### src/rtl/rf_pkg.sv
// rf_pkg: shared widths, register names and reset constants for the integer register file.
package rf_pkg;
    localparam int XLEN_DEFAULT = 32;
    localparam int REG_ADDR_W = 5;
    localparam int NREGS_DEFAULT = 32;
    typedef logic [REG_ADDR_W-1:0] reg_addr_t;
    typedef logic [XLEN_DEFAULT-1:0] xlen_t;
    localparam reg_addr_t REG_ZERO = 5'd0;
    localparam reg_addr_t REG_SP = 5'd2;
    localparam xlen_t SP_RESET_DEFAULT = 32'h0110_0000;
endpackage

### src/rtl/rf_bypass_mux.sv
// rf_bypass_mux: write-first bypass for one read port, with x0 forced to zero.
module rf_bypass_mux
    import rf_pkg::*;
#(
    parameter int XLEN = XLEN_DEFAULT
) (
    input  logic [XLEN-1:0] array_value,
    input  reg_addr_t       read_addr,
    input  reg_addr_t       write_addr,
    input  logic [XLEN-1:0] write_data,
    input  logic            write_enable,
    output logic [XLEN-1:0] value
);
    always_comb begin
        value = (read_addr == REG_ZERO) ? '0 :
                (write_enable && write_addr == read_addr) ? write_data : array_value;
    end
endmodule

### src/rtl/register_file.sv
// register_file: 32x32 integer registers, 2 registered read ports, 1 write port, write-first bypass; REGFILE_WRITE_COUNT_EN adds write_count.
module register_file
    import rf_pkg::*;
#(
    parameter int              XLEN     = XLEN_DEFAULT,
    parameter int              NREGS    = NREGS_DEFAULT,
    parameter logic [XLEN-1:0] SP_RESET = SP_RESET_DEFAULT
) (
    input  logic            clock,
    input  logic            reset,
    input  reg_addr_t       addr_rs1,
    input  reg_addr_t       addr_rs2,
    input  logic            read_enable,
    input  reg_addr_t       addr_rd,
    input  logic [XLEN-1:0] data_rd,
    input  logic            write_enable,
    output logic [XLEN-1:0] data_rs1,
    output logic [XLEN-1:0] data_rs2
`ifdef REGFILE_WRITE_COUNT_EN
    ,
    output logic [31:0]     write_count
`endif
);
    logic [XLEN-1:0] regs [NREGS];
    logic [XLEN-1:0] value_rs1, value_rs2;
    logic            commit;

    assign commit = write_enable && addr_rd != REG_ZERO;

    always_ff @(posedge clock) begin
        if (reset) begin
            for (int i = 0; i < NREGS; i++) regs[i] <= (i == int'(REG_SP)) ? SP_RESET : '0;
        end else if (commit) begin
            regs[addr_rd] <= data_rd;
        end
    end

    rf_bypass_mux #(.XLEN(XLEN)) u_bypass_rs1 (
        .array_value (regs[addr_rs1]),
        .read_addr   (addr_rs1),
        .write_addr  (addr_rd),
        .write_data  (data_rd),
        .write_enable(write_enable),
        .value       (value_rs1)
    );

    rf_bypass_mux #(.XLEN(XLEN)) u_bypass_rs2 (
        .array_value (regs[addr_rs2]),
        .read_addr   (addr_rs2),
        .write_addr  (addr_rd),
        .write_data  (data_rd),
        .write_enable(write_enable),
        .value       (value_rs2)
    );

    always_ff @(posedge clock) begin
        if (reset) begin
            data_rs1 <= '0;
            data_rs2 <= '0;
        end else if (read_enable) begin
            data_rs1 <= value_rs1;
            data_rs2 <= value_rs2;
        end
    end

`ifdef REGFILE_WRITE_COUNT_EN
    always_ff @(posedge clock) begin
        if (reset) write_count <= '0;
        else if (commit) write_count <= write_count + 32'd1;
    end
`endif
endmodule

### config.mk
export PLATFORM = sky130hd
export DESIGN_NAME = register_file
export DESIGN_NICKNAME = d
export VERILOG_FILES = /design/src/rtl/rf_pkg.sv /design/src/rtl/rf_bypass_mux.sv /design/src/rtl/register_file.sv
export SDC_FILE = /design/constraint.sdc
export NUM_CORES = 2
export LEC_CHECK = 0
export CAP_MARGIN = 20
export CORE_MARGIN = 2
export CORE_UTILIZATION = 50
export DETAILED_ROUTE_END_ITERATION = 8
export MAX_ROUTING_LAYER = met4
export PLACE_DENSITY = 0.76
export SLEW_MARGIN = 20
export SYNTH_ARGS = -nofsm -noshare
export SYNTH_HDL_FRONTEND = slang
export SYNTH_HIERARCHICAL = 1
export SYNTH_SLANG_ARGS = --single-unit
### constraint.sdc
create_clock -name clock -period 3.75 [get_ports clock]
set_input_delay 1.125 -clock clock [delete_from_list [all_inputs] [get_ports clock]]
set_output_delay 1.125 -clock clock [all_outputs]
set_load 0.05 [all_outputs]
==> flow_metrics.env <==
export IMPL_seqCellArea_sq_mm=0.0320
export IMPL_dieArea_sq_mm=0.122
export IMPL_maxCapViolations=0
export IMPL_maxSlewViolCount=0
export IMPL_ys_warn_count=6
export IMPL_holdBufCountCts=0
export IMPL_start_util=0.504
export IMPL_cts_max_path_buffers=3
export IMPL_clkSlewWorstSetupHoldPaths_ns=0.06
export IMPL_post_cts_resized=0
export IMPL_antenna_left=0
export IMPL_start_kind="input port"
export IMPL_grt_setup_unrepaired="no"
export IMPL_hold_path_class="reg2reg"
export IMPL_worstPathCellList="clkdlybuf4s50_1 -> and2_4 -> buf_12 -> buf_4 -> buf_4 -> a21oi_1 -> a31oi_1 -> nand3_1 -> nand2_1 -> o21ai_1 -> mux2i_1 -> nor2_1"
export IMPL_skew_ns=0.0180
export IMPL_required_ns=4.32
export IMPL_grt_max_degree=57
export IMPL_cts_buffers=115
export IMPL_dp_final_hpwl_um=130000
export IMPL_cp_top_family="buffers and inverters"
export IMPL_leakagePower_nw=27.3
export IMPL_synth_seq_area_share=0.537
export IMPL_drc=0
export IMPL_vias=44300
export IMPL_final_util=0.580
export IMPL_avgSynthCellArea_sq_um=11.8
export IMPL_dp_cells=6617
export IMPL_slowest_stage="clkdlybuf4s50_1"
export IMPL_drtIter0Drc=6182
export IMPL_cts_tree="yes"
export IMPL_slew_headroom=0.255
export IMPL_fp_dieW_um=349
export IMPL_grt_remaining_overflow=0
export IMPL_worst_slack_ns=0.352
export IMPL_stdcell_area_sq_mm=0.0685
export IMPL_max_stage_delay_ns=0.77
export IMPL_synth_seq_cells=1088
export IMPL_yosys_top_cells_area="edfxtp_1, mux2i_1, and2_1, a22oi_1, dfxtp_1"
export IMPL_mostFrequentLayoutCell="mux2i_1"
export IMPL_nets=5249
export IMPL_placed_area_sq_mm=0.0648
export IMPL_outcome="finished, final reports clean"
export IMPL_period_needed_ns=3.40
export IMPL_grt_pass1_vias=43400
export IMPL_boundaryPins=115
export IMPL_clock_latency_ns=0.71
export IMPL_ir_drop_uv=416
export IMPL_crit_arrival_ns=3.96
export IMPL_cts_setup_buffers=0
export IMPL_worstMarginPinSlew_ns=1.11
export IMPL_power_mw=30.1
export IMPL_whs_ns=0.490
export IMPL_wirelength_um=200000
export IMPL_fill_cells=9351
export IMPL_io_buffers=114
export IMPL_die_h_um=349
export IMPL_synth_area_sq_mm=0.0596
export IMPL_p_per_area_mw_per_mm2=439
export IMPL_coreArea_sq_mm=0.118
export IMPL_layout_common_cells="mux2i_1, edfxtp_1, and2_1, nand2_1, buf_4"
export IMPL_synth_top_cell_by_area="edfxtp_1"
export IMPL_ys_types=41
export IMPL_path_max_fanout=9
export IMPL_cp_end_kind="flop"
export IMPL_track_usage=0.331
export IMPL_hold_viol=0
export IMPL_antenna_found_initial=10
export IMPL_pre_cts_slack_ns=-0.219
export IMPL_final_cells=6838
export IMPL_synth_top_area_frac=0.516
export IMPL_finalSetupTns_ns=0
export IMPL_rows=126
export IMPL_multi_input_area_sq_mm=0.0253
export IMPL_clock_fmax_ghz=0.294
export IMPL_syn_inst=5058
export IMPL_drive_above_1_share=0.119
export IMPL_firstDrtPassIters=9
export IMPL_cts_sinks=1088
export IMPL_syn_to_final_growth_pct=14.9
export IMPL_worst_path_buf_inv=4
export IMPL_wl_per_cell_um=29.2
export IMPL_setup_viol=0
export IMPL_gp_congestion=0.952
export IMPL_grt_first_pass_wirelength_um=288000
export IMPL_period_share=0.906
export IMPL_ctsHtreeMaxLevel=3
export IMPL_vias_per_cell=6.47
export IMPL_crit_path_frequent_cell="buf_4"
export IMPL_critPathKind="in2reg"
export IMPL_clockRootBuffer="clkbuf_16"
==> worst min-delay path, cell delays in order (launching register included) <==
cell and delay (ns):
dfxtp_1 0.33, mux2i_1 0.06, nor2_1 0.07
==> kinds of logic (layout without fill, tap and decap cells) <==
group | Yosys count | in the layout | share of synthesized area
buffers and inverters | 493 | 698 | 0.0418
other | 1 | 40 | 0.0000629
flip-flops | 1088 | 1088 | 0.537
multiplexers | 1088 | 1088 | 0.183
AND/OR/NAND/NOR | 1738 | 1738 | 0.166
AO/OA/AOI/OAI | 640 | 640 | 0.0712
XOR/XNOR | 10 | 10 | 0.00147
==> sequential cells by signal (all words and copies together), names as in the netlist <==
name	count
data_rs1	32
data_rs2	32
regs	1024
==> final timing paths <==
kind	start	endpoint	slack, ns	cells past startpoint
hold reg to reg	data_rs2[19]$_SDFFE_PP0P_	data_rs2[19]$_SDFFE_PP0P_	0.49	2
setup reg to reg	regs[7][5]$_SDFFCE_PN0P_	data_rs2[5]$_SDFFE_PP0P_	1.52	11
hold / removal	data_rs2[19]$_SDFFE_PP0P_	data_rs2[19]$_SDFFE_PP0P_	0.49	2
setup / recovery	addr_rs1[0]	data_rs1[9]$_SDFFE_PP0P_	0.35	12
==> routing by layer <==
layer,wire (um),up-vias,GRT usage
li1,-,18800,-
met1,73500,21600,0.419
met2,89200,3211,0.495
met3,23600,685,0.0670
met4,13500,0,0.189
met5,0,-,-
==> Yosys cell counts, drive strengths merged <==
cell and n:
or3b 2, nand3 194, edfxtp 1024, nand2 262, nor2 101, a31oi 64, and2 996, dfxtp 64
xor2 8, nor2b 5, nand4 64, nand3b 4, nand2b 5, nor4 2, buf 221, mux2i 1088
conb 1, or3 4, a21oi 192, clkbuf 272, or2 33, o21ai 64, a22oi 192, nor3 66
xnor2 2, a22o 128
==> power by group <==
group          leakage [nW]  switching, mW  total, mW  internal (mW)
registers              10.3          0.431       14.4           14.0
logic                  15.2           2.64       4.20           1.55
clock network          1.85           4.84       11.5           6.64
total                  27.3           7.91       30.1           22.2
==> area by class of cell <==
type | instances | share of cell area
antenna | 8 | 0.000292
sequential | 1088 | 0.467
tap | 1536 | 0.0280
clock buffer | 158 | 0.0475
clock inverter | 55 | 0.00716
timing repair buffer | 485 | 0.0802
multi-input combinational | 3508 | 0.369
No activity file was read; power rests on OpenSTA's default activity.
